**src/rtl/pipe_skid_stage_pkg.sv**
```systemverilog
// Shared constants for the skid-buffered pipeline stage: the "no write" result
// tag and the occupancy-encoded state values.
package pipe_skid_stage_pkg;

    localparam logic [1:0] RES_NW_DEF = 2'b00;

    // Each state value equals the number of held entries, so it drives occ directly
    typedef enum logic [1:0] {
        ST_EMPTY = 2'd0,
        ST_ONE   = 2'd1,
        ST_TWO   = 2'd2
    } state_e;

endpackage

```
**src/rtl/pipe_skid_stage_if.sv**
```systemverilog
// Upstream/downstream handshake bundle for pipe_skid_stage.
interface pipe_skid_stage_if #(
    parameter int DATA_W = 32,
    parameter int CTRL_W = 8,
    parameter int RES_W  = 2
);
    logic              in_valid;
    logic              in_ready;
    logic [CTRL_W-1:0] in_ctrl;
    logic [RES_W-1:0]  in_res;
    logic [DATA_W-1:0] in_data;
    logic              out_valid;
    logic              out_ready;
    logic [CTRL_W-1:0] out_ctrl;
    logic [RES_W-1:0]  out_res;
    logic [DATA_W-1:0] out_data;
    logic [1:0]        occ;

    modport slave (
        input  in_valid, in_ctrl, in_res, in_data, out_ready,
        output in_ready, out_valid, out_ctrl, out_res, out_data, occ
    );

    modport master (
        output in_valid, in_ctrl, in_res, in_data, out_ready,
        input  in_ready, out_valid, out_ctrl, out_res, out_data, occ
    );
endinterface

```
**src/rtl/pipe_skid_stage_slot.sv**
```systemverilog
// pipe_slot: load-enabled storage register with async active-low reset,
// used for both the main and the skid entry of the stage.
module pipe_slot #(
    parameter int           W       = 1,
    parameter logic [W-1:0] RST_VAL = '0
) (
    input  logic         clk,
    input  logic         reset,
    input  logic         ld_i,
    input  logic [W-1:0] d_i,
    output logic [W-1:0] q_o
);
    logic [W-1:0] val_q;

    always_ff @(posedge clk or negedge reset) begin
        if (!reset) begin
            val_q <= RST_VAL;
        end else if (ld_i) begin
            val_q <= d_i;
        end
    end

    assign q_o = val_q;
endmodule

```
**src/rtl/pipe_skid_stage.sv**
```systemverilog
// Two-entry skid-buffered pipeline register: fully registered outputs, one
// beat per cycle throughput, bubble tags on out_ctrl/out_res when empty.
module pipe_skid_stage
    import pipe_skid_stage_pkg::*;
#(
    parameter int               DATA_W = 32,
    parameter int               CTRL_W = 8,
    parameter int               RES_W  = 2,
    parameter logic [RES_W-1:0] RES_NW = RES_W'(RES_NW_DEF)
) (
    input  logic              clk,
    input  logic              reset,
    input  logic              clr,
    pipe_skid_stage_if.slave  bus
);
    localparam int                SLOT_W    = CTRL_W + RES_W + DATA_W;
    localparam logic [SLOT_W-1:0] MAIN_RST  = {{CTRL_W{1'b0}}, RES_NW, {DATA_W{1'b0}}};

    state_e            state_q, state_d;
    logic              in_ready_q, in_ready_d;
    logic              out_valid_q, out_valid_d;
    logic              main_ld, skid_ld;
    logic [SLOT_W-1:0] main_d, main_q, skid_q;
    logic [SLOT_W-1:0] in_beat, bubble;
    logic              in_fire, out_fire;

    assign in_beat  = {bus.in_ctrl, bus.in_res, bus.in_data};
    // Emptying the main slot rewrites its tags to the bubble but keeps the payload
    assign bubble   = {{CTRL_W{1'b0}}, RES_NW, main_q[DATA_W-1:0]};
    assign in_fire  = bus.in_valid & in_ready_q;
    assign out_fire = out_valid_q & bus.out_ready;

    always_comb begin
        state_d = state_q;
        main_ld = 1'b0;
        main_d  = in_beat;
        skid_ld = 1'b0;
        if (clr) begin
            state_d = ST_EMPTY;
            main_ld = 1'b1;
            main_d  = bubble;
        end else begin
            case (state_q)
                ST_EMPTY: begin
                    if (in_fire) begin
                        state_d = ST_ONE;
                        main_ld = 1'b1;
                    end
                end
                ST_ONE: begin
                    if (in_fire && out_fire) begin
                        main_ld = 1'b1;
                    end else if (in_fire) begin
                        state_d = ST_TWO;
                        skid_ld = 1'b1;
                    end else if (out_fire) begin
                        state_d = ST_EMPTY;
                        main_ld = 1'b1;
                        main_d  = bubble;
                    end
                end
                ST_TWO: begin
                    if (out_fire) begin
                        state_d = ST_ONE;
                        main_ld = 1'b1;
                        main_d  = skid_q;
                    end
                end
                default: begin
                    state_d = ST_EMPTY;
                end
            endcase
        end
        in_ready_d  = (state_d != ST_TWO);
        out_valid_d = (state_d != ST_EMPTY);
    end

    always_ff @(posedge clk or negedge reset) begin
        if (!reset) begin
            state_q     <= ST_EMPTY;
            in_ready_q  <= 1'b0;
            out_valid_q <= 1'b0;
        end else begin
            state_q     <= state_d;
            in_ready_q  <= in_ready_d;
            out_valid_q <= out_valid_d;
        end
    end

    pipe_slot #(.W(SLOT_W), .RST_VAL(MAIN_RST)) u_main (
        .clk   (clk),
        .reset (reset),
        .ld_i  (main_ld),
        .d_i   (main_d),
        .q_o   (main_q)
    );

    pipe_slot #(.W(SLOT_W), .RST_VAL('0)) u_skid (
        .clk   (clk),
        .reset (reset),
        .ld_i  (skid_ld),
        .d_i   (in_beat),
        .q_o   (skid_q)
    );

    assign bus.in_ready  = in_ready_q;
    assign bus.out_valid = out_valid_q;
    assign bus.out_ctrl  = main_q[SLOT_W-1 -: CTRL_W];
    assign bus.out_res   = main_q[DATA_W +: RES_W];
    assign bus.out_data  = main_q[DATA_W-1:0];
    assign bus.occ       = state_q;
endmodule

```
**src/flat_wrapper.sv**
```systemverilog
// flat-port wrapper written by rule: the top's interface ports become plain ports
module pipe_skid_stage_flat import pipe_skid_stage_pkg::*;
#(
    parameter int               DATA_W = 32,
    parameter int               CTRL_W = 8,
    parameter int               RES_W  = 2,
    parameter logic [RES_W-1:0] RES_NW = RES_W'(RES_NW_DEF)
)
  (clk, reset, clr, bus_in_valid, bus_in_ctrl, bus_in_res, bus_in_data, bus_out_ready, bus_in_ready, bus_out_valid, bus_out_ctrl, bus_out_res, bus_out_data, bus_occ);
  pipe_skid_stage_if #(.DATA_W(DATA_W), .CTRL_W(CTRL_W), .RES_W(RES_W)) bus_i ();
  input  logic clk;
  input  logic reset;
  input  logic clr;
  input wire logic [$bits(bus_i.in_valid)-1:0] bus_in_valid;
  input wire logic [$bits(bus_i.in_ctrl)-1:0] bus_in_ctrl;
  input wire logic [$bits(bus_i.in_res)-1:0] bus_in_res;
  input wire logic [$bits(bus_i.in_data)-1:0] bus_in_data;
  input wire logic [$bits(bus_i.out_ready)-1:0] bus_out_ready;
  output wire logic [$bits(bus_i.in_ready)-1:0] bus_in_ready;
  output wire logic [$bits(bus_i.out_valid)-1:0] bus_out_valid;
  output wire logic [$bits(bus_i.out_ctrl)-1:0] bus_out_ctrl;
  output wire logic [$bits(bus_i.out_res)-1:0] bus_out_res;
  output wire logic [$bits(bus_i.out_data)-1:0] bus_out_data;
  output wire logic [$bits(bus_i.occ)-1:0] bus_occ;
  assign bus_i.in_valid = bus_in_valid;
  assign bus_i.in_ctrl = bus_in_ctrl;
  assign bus_i.in_res = bus_in_res;
  assign bus_i.in_data = bus_in_data;
  assign bus_i.out_ready = bus_out_ready;
  assign bus_in_ready = bus_i.in_ready;
  assign bus_out_valid = bus_i.out_valid;
  assign bus_out_ctrl = bus_i.out_ctrl;
  assign bus_out_res = bus_i.out_res;
  assign bus_out_data = bus_i.out_data;
  assign bus_occ = bus_i.occ;
  pipe_skid_stage #(.DATA_W(DATA_W), .CTRL_W(CTRL_W), .RES_W(RES_W), .RES_NW(RES_NW)) u_core (.clk(clk), .reset(reset), .clr(clr), .bus(bus_i));
endmodule
```
**config.mk**
```make
export PLATFORM = sky130hd
export DESIGN_NAME = pipe_skid_stage_flat
export DESIGN_NICKNAME = d
export VERILOG_FILES = /design/src/rtl/pipe_skid_stage_pkg.sv /design/src/rtl/pipe_skid_stage_if.sv /design/src/rtl/pipe_skid_stage_slot.sv /design/src/rtl/pipe_skid_stage.sv /design/src/flat_wrapper.sv
export SDC_FILE = /design/constraint.sdc
export NUM_CORES = 1
export LEC_CHECK = 0
export CORE_AREA = 2 2 94 96
export CTS_CLUSTER_DIAMETER = 40
export DETAILED_ROUTE_END_ITERATION = 10
export DIE_AREA = 0 0 96 98
export GPL_ROUTABILITY_DRIVEN = 0
export PLACE_DENSITY = 0.94
export SYNTH_ARGS = -nofsm -noshare
export SYNTH_HDL_FRONTEND = slang
export SYNTH_HIERARCHICAL = 1
export SYNTH_SLANG_ARGS = --single-unit
export TNS_END_PERCENT = 30
```
**constraint.sdc**
```tcl
create_clock -name clk -period 5 [get_ports clk]
set_clock_uncertainty 0.05 [all_clocks]
set_input_delay 1.25 -clock clk [delete_from_list [all_inputs] [get_ports clk]]
set_output_delay 1.25 -clock clk [all_outputs]
set_load 0.02 [all_outputs]
```
==> summary.txt <==
Synth
  – Syn nets: 352
  – Yosys top cell by area: dfrtp_1
  – Post-Syn Instances: 301
  – Yosys warning count: 6
  – Yosys reg bits: 88
  – Post-synthesis cell area: 4490 um2
  – Most common flop cell mapped by yosys: dfrtp_1
  – Asr flop ratio synth: 100%
  – Number of flops mapped to enable cells by yosys: 0
  – Synth top area cells: dfrtp_1 49%, mux2_4 27%, a222oi_1 7.1%
  – Yosys cell types: 31
  – Post-synth top area share: 49.1%
  – Post-synthesis sequential area ratio: 49.1%
  – Post-Syn Area per Cell: 14.9 um2

Floorplanning
  – Die H: 98 um
  – FP Rows: 34
  – Initial Utilization: 53.0%
  – Width of the die: 96 um
  – Die area: 9410 um2
  – Core Area: 8470 um2
  – I/O Pins: 93

Place
  – DP Wirelength: 6.48 mm
  – Cell Area, Placed: 5350 um2
  – PortBufs: 92
  – Inst Count DP: 484

Clock tree
  – Num CTS Buffers: 9
  – Postcts setup bufs: 0
  – Worst-Skew Late Latency: 0.34 ns
  – Root Driver: clkbuf_8
  – H-tree levels: 3
  – CTS resizes: 0
  – Clock transition at the registers of the reported paths: 0.09 ns
  – Hold_buf cts: 0
  – CTS sink count: 88
  – CTS max path bufs: 2
  – TritonCTS clock tree: built

Cells and area
  – Layout cell share with drive strength beyond 1: 28.6%
  – Area Overhead vs Synth: 23.7%
  – Non-filler cells, final: 499
  – Fill cell count: 610
  – Commonest non-fill, non-tap cells in the layout: 91 x clkdlybuf4s50_1, 88 x dfrtp_1, 80 x mux2_4, 34 x inv_1, 32 x a222oi_1
  – Antenna cells: 0
  – Nets: 438
  – Register area: 2200 um2
  – Leading cell type in the layout, fill and taps excluded: clkdlybuf4s50_1
  – Footprint of the multi-input gates: 1920 um2
  – Post-route cell area: 5550 um2

GRT
  – Initial antenna violation count: 0
  – Largest net degree at the start of global routing: 46
  – Met1 Usage GRT: 30.7%
  – Grt met2 use: 34.7%
  – Busiest grt layer: met2
  – GR Layer Usage met3: 4.86%
  – Total gr overflow: 0
  – First-pass GRT wire length: 16.1 mm
  – Vias in the first global route: 3128
  – GRT Util Overall: 21.9%

Power and ir drop
  – Register share of total power: 45.1%
  – Logic pwr share: 33.9%
  – Post-layout total power: 2.46 mW
  – VDD IR max: 0.186 mV
  – Internal: 1.74 mW
  – Switching share of power: 29.2%
  – NetSw: 718 uW
  – Power share of the clock group: 21.0%
  – Power Density: 442 nW/um2
  – Pleak: 2.65 nW

Critical path
  – Type of the worst setup path: in -> reg
  – Crit-path max FO: 41
  – CP Capture Type: register
  – Worst path arrival time: 3.65 ns
  – Setup slack, reg-to-reg: 2.17 ns
  – Critical path required time: 5.24 ns
  – Startpoint Class: input port

Timing
  – Max frequency: 0.293 GHz
  – Unrepaired setup endpoints after global routing: no
  – Slew @ Worst Pin: 1.23 ns
  – Endpoints failing setup: 0
  – Crit share post-route: 68.3%
  – Final Hold Fails: 0
  – Final min period: 3.41 ns
  – Slew HR: 18.2%
  – Slew Limit Fails: 0
  – Final setup TNS: 0 ns

Outcome
  – Status: finished, final reports clean

Drt
  – Total wire length: 9.98 mm
  – Post-DRT Antenna Nets: 0
  – Via-per-instance ratio: 5.93
  – DRC Markers: 0
  – Via count: 2959
  – Drt first pass iters: 6
  – Routed len/inst: 20.0 um
  – Iteration-0 DRC Markers: 283

Flow run
  – MaxCap Viol Count: 0

Min path
  – Hold Crit Class: reg -> reg
-- sequential cells by signal, summed over array words and instances, names as in the netlist --
name	cells
u_core/bus.in_ready	1
u_core/bus.occ	2
u_core/u_skid/q_o	42
u_core/u_main/q_o	42
u_core/bus.out_valid	1
-- final timing paths --
kind,to,cells past startpoint,startpoint
max,u_core/u_main/q_o[9],6,bus_in_valid
min,u_core/u_skid/q_o[36],1,u_core/u_skid/q_o[36]
max reg2reg,u_core/u_main/q_o[9],7,u_core/bus.occ[1]
min reg2reg,u_core/u_skid/q_o[36],1,u_core/u_skid/q_o[36]
max in group asynchronous,u_core/u_skid/q_o[31],2,reset
min in group asynchronous,u_core/u_main/q_o[23],1,reset
-- layer usage --
metal  up-vias  share of wire, %  wire (um)
li1       1295                 -          -
met3        14               5.8        580
met4         0               1.0        101
met2       134                50       5020
met5         -                 0          0
met1      1516                43       4280
-- synthesized netlist by cell type, types with 2 or more instances --
library cell / count
nor3_1: 2
buf_2: 7
ha_1: 4
buf_12: 8
dfrtp_1: 88
mux2_4: 80
nand3_1: 2
a21oi_1: 5
buf_6: 5
a22o_1: 9
nor2_1: 2
or2_2: 2
nand2_1: 2
mux2_2: 4
a222oi_1: 32
inv_1: 34
-- power groups by stage --
| stage | Combinational [mW] | Sequential, mW | Clock [mW] |
|---|---|---|---|
| 2_1_floorplan | 0.479 | 1.16 | 0 |
| 3_3_place_gp | 0.803 | 1.09 | 0 |
| 3_5_place_dp | 0.831 | 1.11 | 0 |
| 4_1_cts | 0.835 | 1.10 | 0.528 |
| 5_1_grt | 0.882 | 1.13 | 0.560 |
| 6_report | 0.833 | 1.11 | 0.516 |
-- stage by stage --
stage / setup slack [ns] / hold WS (ns) / utilization, %
6_report: 1.59 / 0.467 / 65.6
5_1_grt: 1.50 / 0.482 / 65.6
4_1_cts: 1.63 / 0.468 / 65.6
3_5_place_dp: 1.25 / 0.445 / 63.2
3_3_place_gp: 1.36 / 0.440 / 63.2
2_1_floorplan: 2.35 / 0.431 / -
-- cells by family (layout without fill, tap and decap cells) --
group,Yosys count,in the layout,share of synthesized area (%)
AOI/OAI and AO/OA,55,55,11.7
adders and majority gates,4,4,1.12
buffers and inverters,55,145,8.53
DFF,88,88,49.1
muxes,84,84,27.8
and+or+nand+nor,15,15,1.87
-- critical path: stages --
cell and delay (ns):
clkdlybuf4s50_1 0.56, nand3_1 0.25, a31oi_4 1.05, a222oi_1 0.21, inv_1 0.15, mux2_4 0.15
-- final cells by class --
cell class / count / area share, %
multi-input combinational: 158 / 34.7
timing repair buffer: 96 / 17.3
sequential: 88 / 39.7
clock inverter: 4 / 1.26
inverter: 34 / 2.30
clock buffer: 11 / 2.37
tap: 108 / 2.43
Note: power is estimated with default switching activity, not from simulation.
